### config.mk
export PLATFORM = sky130hd
export DESIGN_NAME = alu_packet_parser
export DESIGN_NICKNAME = d
export VERILOG_FILES = /design/src/rtl/alu_packet_parser.sv
export SDC_FILE = /design/constraint.sdc
export NUM_CORES = 1
export LEC_CHECK = 0
export BUFFER_PORTS_ARGS = -buffer_cell sky130_fd_sc_hd__buf_2
export CELL_PAD_IN_SITES_DETAIL_PLACEMENT = 1
export CELL_PAD_IN_SITES_GLOBAL_PLACEMENT = 2
export CORE_MARGIN = 2
export CORE_UTILIZATION = 32
export DETAILED_ROUTE_END_ITERATION = 12
export PLACE_DENSITY_LB_ADDON = 0.1
export SETUP_SLACK_MARGIN = 0.15
export SLEW_MARGIN = 20
export SYNTH_ARGS = -nofsm -noshare
export SYNTH_HDL_FRONTEND = slang
export SYNTH_SLANG_ARGS = --single-unit
export TNS_END_PERCENT = 1
### constraint.sdc
create_clock -name clk_i -period 2 [get_ports clk_i]
set_input_delay 0.4 -clock clk_i [delete_from_list [all_inputs] [get_ports clk_i]]
set_output_delay 0.4 -clock clk_i [all_outputs]
set_load 0.02 [all_outputs]
### src/rtl/alu_packet_parser.sv
// Byte-stream front end of the UART ALU: header parse, operand assembly,
// echo pass-through and discard of malformed packets.
module alu_packet_parser #(
   parameter logic [7:0] OP_ECHO = 8'hEC,
   parameter logic [7:0] OP_ADD  = 8'h01,
   parameter logic [7:0] OP_MUL  = 8'h02,
   parameter logic [7:0] OP_DIV  = 8'h03
) (
   input  logic        clk_i,
   input  logic        rst_ni,
   input  logic [7:0]  s_axis_tdata,
   input  logic        s_axis_tvalid,
   output logic        s_axis_tready,
   output logic [31:0] m_axis_tdata,
   output logic        m_axis_tvalid,
   input  logic        m_axis_tready,
   output logic        m_axis_tlast,
   output logic [7:0]  echo_tdata,
   output logic        echo_tvalid,
   input  logic        echo_tready,
   output logic [7:0]  op_o,
   output logic        err_o
);

   typedef enum logic [3:0] {
      S_OPCODE,
      S_RSVD,
      S_LEN_LO,
      S_LEN_HI,
      S_CHECK,
      S_COLLECT,
      S_EMIT,
      S_ECHO,
      S_DRAIN
   } state_t;

   state_t      state;
   logic [15:0] len;
   logic [15:0] rem;
   logic [15:0] rem_c;
   logic [1:0]  cnt;
   logic [23:0] part;
   logic        take;
   logic        arith_ok;
   logic        ready_c;

   always_comb begin
      ready_c = 1'b0;
      unique case (state)
         S_OPCODE,
         S_RSVD,
         S_LEN_LO,
         S_LEN_HI,
         S_COLLECT,
         S_DRAIN:  ready_c = 1'b1;
         S_ECHO:   ready_c = echo_tready;
         default:  ready_c = 1'b0;
      endcase
   end

   // Gated by reset so the source sees no ready while the parser is held.
   assign s_axis_tready = rst_ni & ready_c;
   assign take          = s_axis_tvalid & s_axis_tready;
   assign echo_tdata    = s_axis_tdata;
   assign echo_tvalid   = (state == S_ECHO) & s_axis_tvalid;

   assign rem_c    = len - 16'd4;
   assign arith_ok = (((op_o == OP_ADD) || (op_o == OP_MUL))
                      && (rem_c[1:0] == 2'd0))
                  || ((op_o == OP_DIV) && (rem_c == 16'd8));

   always_ff @(posedge clk_i or negedge rst_ni) begin
      if (!rst_ni) begin
         state         <= S_OPCODE;
         len           <= '0;
         rem           <= '0;
         cnt           <= '0;
         part          <= '0;
         op_o          <= '0;
         err_o         <= 1'b0;
         m_axis_tdata  <= '0;
         m_axis_tvalid <= 1'b0;
         m_axis_tlast  <= 1'b0;
      end else begin
         err_o <= 1'b0;
         unique case (state)
            S_OPCODE: if (take) begin
               op_o  <= s_axis_tdata;
               state <= S_RSVD;
            end
            S_RSVD: if (take) state <= S_LEN_LO;
            S_LEN_LO: if (take) begin
               len[7:0] <= s_axis_tdata;
               state    <= S_LEN_HI;
            end
            S_LEN_HI: if (take) begin
               len[15:8] <= s_axis_tdata;
               state     <= S_CHECK;
            end
            S_CHECK: begin
               rem  <= rem_c;
               cnt  <= '0;
               part <= '0;
               if (len < 16'd4) begin
                  err_o <= 1'b1;
                  state <= S_OPCODE;
               end else if (rem_c == 16'd0) begin
                  err_o <= (op_o != OP_ECHO);
                  state <= S_OPCODE;
               end else if (op_o == OP_ECHO) begin
                  state <= S_ECHO;
               end else if (arith_ok) begin
                  state <= S_COLLECT;
               end else begin
                  err_o <= 1'b1;
                  state <= S_DRAIN;
               end
            end
            S_COLLECT: if (take) begin
               rem <= rem - 16'd1;
               cnt <= cnt + 2'd1;
               if (cnt == 2'd3) begin
                  m_axis_tdata  <= {s_axis_tdata, part};
                  m_axis_tvalid <= 1'b1;
                  m_axis_tlast  <= (rem == 16'd1);
                  part          <= '0;
                  state         <= S_EMIT;
               end else begin
                  part <= {s_axis_tdata, part[23:8]};
               end
            end
            S_EMIT: if (m_axis_tready) begin
               m_axis_tvalid <= 1'b0;
               state         <= m_axis_tlast ? S_OPCODE : S_COLLECT;
            end
            S_ECHO,
            S_DRAIN: if (take) begin
               rem <= rem - 16'd1;
               if (rem == 16'd1) state <= S_OPCODE;
            end
            default: state <= S_OPCODE;
         endcase
      end
   end

endmodule

==> Yosys cells after proc, flatten, opt, wreduce, memory -nomap -nowiden <==
Cells that the tools add are included.
{ "classes": {"addsub": 3, "magnitude_cmp": 1, "eq_ne": 26, "n_mux": 32, "bitwise": 3, "reduce_logical": 21} }
{ "op_table": {"columns": ["cell", "n"], "rows": [
  ["4-bit 2-to-1 mux", 13],
  ["24-bit 2-to-1 mux", 2],
  ["24-bit case mux with 2 select lines", 1],
  ["16-bit case mux with 2 select lines", 1],
  ["4-bit case mux with 8 select lines", 1],
  ["2-bit != test (second input constant)", 9],
  ["16-bit by 1-bit equality test with 1-bit output (second input constant)", 1],
  ["16-bit by 4-bit equality test with 1-bit output (second input constant)", 1],
  ["4-bit by 3-bit equality test with 1-bit output (second input constant)", 4],
  ["8-bit by 2-bit equality test with 1-bit output (second input constant)", 2],
  ["16-bit logical NOT", 1],
  ["16-bit by 3-bit less-than comparator with 1-bit output (second input constant)", 1],
  ["16-bit 2-to-1 mux", 1],
  ["16-bit by 1-bit subtractor with 16-bit output (second input constant)", 1],
  ["16-bit by 3-bit subtractor with 16-bit output (second input constant)", 1],
  ["2-bit AND reduction", 5],
  ["9-bit AND reduction", 1],
  ["4-bit by 2-bit equality test with 1-bit output (second input constant)", 2],
  ["8-bit by 1-bit equality test with 1-bit output (second input constant)", 1],
  ["8-bit equality test (second input constant)", 1],
  ["1-bit 2-to-1 mux", 8],
  ["8-bit != test (second input constant)", 1],
  ["2-bit nonzero test", 3],
  ["6-bit OR reduction", 1],
  ["18 further kinds", 23]
]} }
{ "word_totals": {"register_bits": 105, "inputBits": 13, "out_inout_bits": 53, "word_cells": 97} }

==> Longest topological paths before layout <==
{ "depth": {"ltp_word": 9, "mapped_depth": 9, "ltp_nobuf": 8} }

==> Least setup slack after synthesis <==
No wires, ideal clock.
{ "synth_path": {"kind": "register -> register", "startpoint": "reg len[5]", "endpoint": "reg rem[13]", "setup_ps": 119, "t_arrival_ps": 1987, "required_time_ps": 1881, "setup_slack_ps": -106, "path_stages_with_launch": 7, "n_path_buf": 0, "period_less_slack_ps": 2106, "path_cell_list": "dfrtp_1 or4_1 or4_4 or3_1 xnor2_1 o21ai_1 nor2_1"} }
{ "synth_via": {"elab_chain_cells": 2} }
{ "synth_lines": {"columns": ["item", "line_no", "rtl"], "rows": [
  ["from (decl)", "38", "logic [15:0] len;"],
  ["from (signal assigned)", "93", "len[7:0] <= s_axis_tdata;"],
  ["16-bit by 3-bit subtractor with 16-bit output", "67", "assign rem_c = len - 16'd4;"],
  ["16-bit case mux with 2 select lines", "86", "unique case (state)"],
  ["to (signal assigned)", "101", "rem <= rem_c;"],
  ["to (signal assigned)", "120", "rem <= rem - 16'd1;"],
  ["to (signal assigned)", "138", "rem <= rem - 16'd1;"],
  ["to (decl)", "39", "logic [15:0] rem;"]
]} }
No other way between the ends.
A chain may end at the register's enable or synchronous reset.

==> Final worst setup path <==
{ "layout_path": {"startpoint": "reg rem[9]", "endpoint": "reg rem[15]"} }
{ "layout_via": {"elab_chain_cells": 3} }
{ "layout_lines": {"columns": ["item", "line_no"], "rows": [
  ["16-bit by 1-bit subtractor with 16-bit output", "120, 138"],
  ["16-bit 2-to-1 mux", "119, 137"],
  ["16-bit case mux with 2 select lines", "86"]
]} }
No other way between the ends. The select of a mux whose other input is x is not followed.

==> results.ini <==
[worst_setup_path]
r2r_cells=6
slowest_delay_ns=0.45
crit_end=rem[15]$_DFFE_PN0P_
crit_fanout=3
critPathLaunch=rem[9]$_DFFE_PN0P_
reg2reg_to=rem[15]$_DFFE_PN0P_
critPathSlowestCell=or4_4
crit_required_ns=2.24
arrival_ns=2.36
cp-start-kind=flip-flop
critPathTopFamily=simple AND/OR/NAND/NOR gates
r2r_slack_ns=-0.12
endpoint_kind=flip-flop
r2r_start=rem[9]$_DFFE_PN0P_
critPathBufInv=0
crit_chain=nor4_4, nand4_1, or3_4, or4_4, o22ai_4, a2bb2oi_2
cp.depth=6
crit_type=reg -> reg

[sta]
fin_hold_ws_ns=0.0567
slew_viol_final=0
worst_slack_ns=-0.120
finClkSkew_ns=0.0122
finalCritPeriodShare=1.06
worst_pin_slew_ns=0.777
rsz0062_at_grt=true
hold_violations=0
final-setup-viol-count=16
slew_headroom=0.482
timing.fmax_mhz=472
post-route-min-period_ns=2.12

[drt]
drtAntennaViolNets=0
routed_wl_um=16800
wl_per_cell_um=18.1
drcViolationCount=0
first_pass_iters=4
drt-initial-drc-count=235
num_vias=4672
via_per_inst=5.03

[synthesis]
syn_inst=578
synth_xor_area_frac=0.0184
synth_area_per_cell_um2=9.05
synth_fp_nets=597
synth_edf_count=0
muxShareOfSynthArea=0.0538
synth_seq_area_share=0.502
synth_top_family_by_area=simple AND/OR/NAND/NOR gates
synth.distinct_cells=59
synth_flop_cell=dfrtp_1
ys_warn_count=0
synth_compound_area_frac=0.106
yosys.area_share.simple=0.263
synth_seq_cells=105
synth_area_um2=5230
synth_adder_area_share=0.0143
async_flop_share=1.00

[cts]
clockBufferDepth=2
htreeDepth=3
numCtsBuffers=9
clock_latency_ns=0.36
cts_root_buf=clkbuf_16
clock_sinks=105
cts_tree=yes
clk_pin_slew_ns=0.08

[finish]
area_growth_syn_to_layout_pct=33.8
utilization=0.439
drive_gt1_frac=0.338
diodes=0
fin_area_um2=7000
final_nets=728
stdcell_count=929

[floorplan]
chipWidth_um=132
core_um2=15900
chipHeight_um=132
io_pins=66
dieArea_um2=17400
initial_utilization=0.328
fp-row-count=46

[job]
cap_violations=0

[placed_design]
place.gp.congestion=0.881
io_buffers=65
hpwl_um=11900
placed_area_um2=6410
post-place-ws_ns=-0.217
placed_cells=913

[outcome]
status=complete, but fails checks
violations=negative setup slack

[global_route]
grt_use_total=0.202
grt_pass1_wl_um=27800
antenna_found_initial=0
grt_pass1_vias=4923
overflow=0
grt_max_degree=79

[min_path]
min_path_type=in -> async

[power_and_ir_drop]
p_per_area_nw_per_um2=1360
ir_drop_mv=0.809
leakagePower_nw=3.43

[layout by cell type (no fill, tap or decap), types with 6 or more instances in the layout]
cell type,Yosys,routed
a21oi_1,16,13
a22o_1,7,7
buf_12,0,6
buf_2,10,62
buf_4,8,80
buf_6,0,8
clkbuf_16,0,9
dfrtp_1,105,104
inv_1,10,8
mux2_2,23,23
nand2_1,168,167
nand3_1,33,33
nor2_1,33,33
nor3_1,11,10
o21ai_0,23,22
[where the power goes]
part,switching (W),internal (W)
clock,0.000887,0.000988
combinational,0.00231,0.00214
sequential,0.000562,0.00265
[how the worst min path moves through the flow]
stage                           endpoint  slack, ns  cells past startpoint
finish              state[1]$_DFFE_PN0P_       0.06                      2
global route        state[1]$_DFFE_PN0P_       0.09                      2
global placement    state[0]$_DFFE_PN0P_       0.44                      2
detailed placement  state[0]$_DFFE_PN0P_       0.45                      2
floorplan             cnt[0]$_DFFE_PN0P_       0.10                      0
CTS                 state[1]$_DFFE_PN0P_       0.06                      2
[sequential cells by signal, indices dropped and copies added, names as in the netlist]
signal,cells
m_axis_tlast,1
m_axis_tdata,32
op_o,8
rem,16
cnt,2
err_o,1
state,4
part,24
m_axis_tvalid,1
len,16
[synthesized netlist by cell type (all sizes together) (2+ instances only)]
cell / count / area (µm²)
or4: 7 / 56.3
o211ai: 5 / 37.5
o31ai: 3 / 22.5
clkbuf: 18 / 67.6
a21oi: 16 / 80.1
mux2: 25 / 282
nor4: 9 / 71.3
nand4: 4 / 25.0
a211oi: 3 / 27.5
a21o: 2 / 15.0
nand4b: 3 / 26.3
a22o: 7 / 61.3
dfrtp: 105 / 2630
nor3b: 2 / 15.0
xnor2: 5 / 43.8
nor2: 33 / 124
buf: 19 / 114
nand2b: 4 / 25.0
nor2b: 5 / 31.3
o22ai: 3 / 18.8
o21ai: 26 / 130
xor2: 6 / 52.6
nor4b: 3 / 32.5
nor3: 12 / 65.1
and3: 2 / 12.5
or2: 2 / 12.5
a31oi: 4 / 25.0
or3: 7 / 43.8
o31a: 2 / 17.5
nand2: 168 / 631
ha: 6 / 75.1
and2: 4 / 25.0
inv: 10 / 37.5
nand3: 33 / 165
[per-layer routing]
layer	GRT usage	share of wire
met5	0	0
met4	0.0489	0.012
met3	0.0384	0.028
met2	0.318	0.47
met1	0.286	0.49
[repair_timing]
item | in CTS | in global routing
gates resized for setup | 36 | 25
hold buffers | 0 | 0
pin swaps | 6 | 9
gates cloned | 0 | 0
setup buffers | 0 | 1
endpoints found under the setup margin | 104 | 107
[kinds of logic after synthesis]
group                      Yosys count
xor gates and xnor gates            11
and+or+nand+nor                    300
AOI/OAI and AO/OA                   84
DFF                                105
adders and majority gates            6
muxes                               25
buffers and inverters               47
[per-stage QoR]
| stage | total power (W) | setup TNS [ns] |
|---|---|---|
| 2_1_floorplan | 0.00521 | -0.143 |
| 3_3_place_gp | 0.00711 | -0.747 |
| 3_5_place_dp | 0.00726 | -1.66 |
| 4_1_cts | 0.00931 | -0.934 |
| 5_1_grt | 0.0102 | -4.28 |
| 6_report | 0.00953 | -0.863 |
[area by class of cell]
class                      instances  area (µm²)
clock buffer                       9         225
clock inverter                     6        75.1
fill                            1846        8940
inverter                          10        37.5
multi-input combinational        426        2630
sequential                       105        2630
tap                              216         270
timing repair buffer             157        1140
Note: power is estimated with default switching activity, not from simulation.
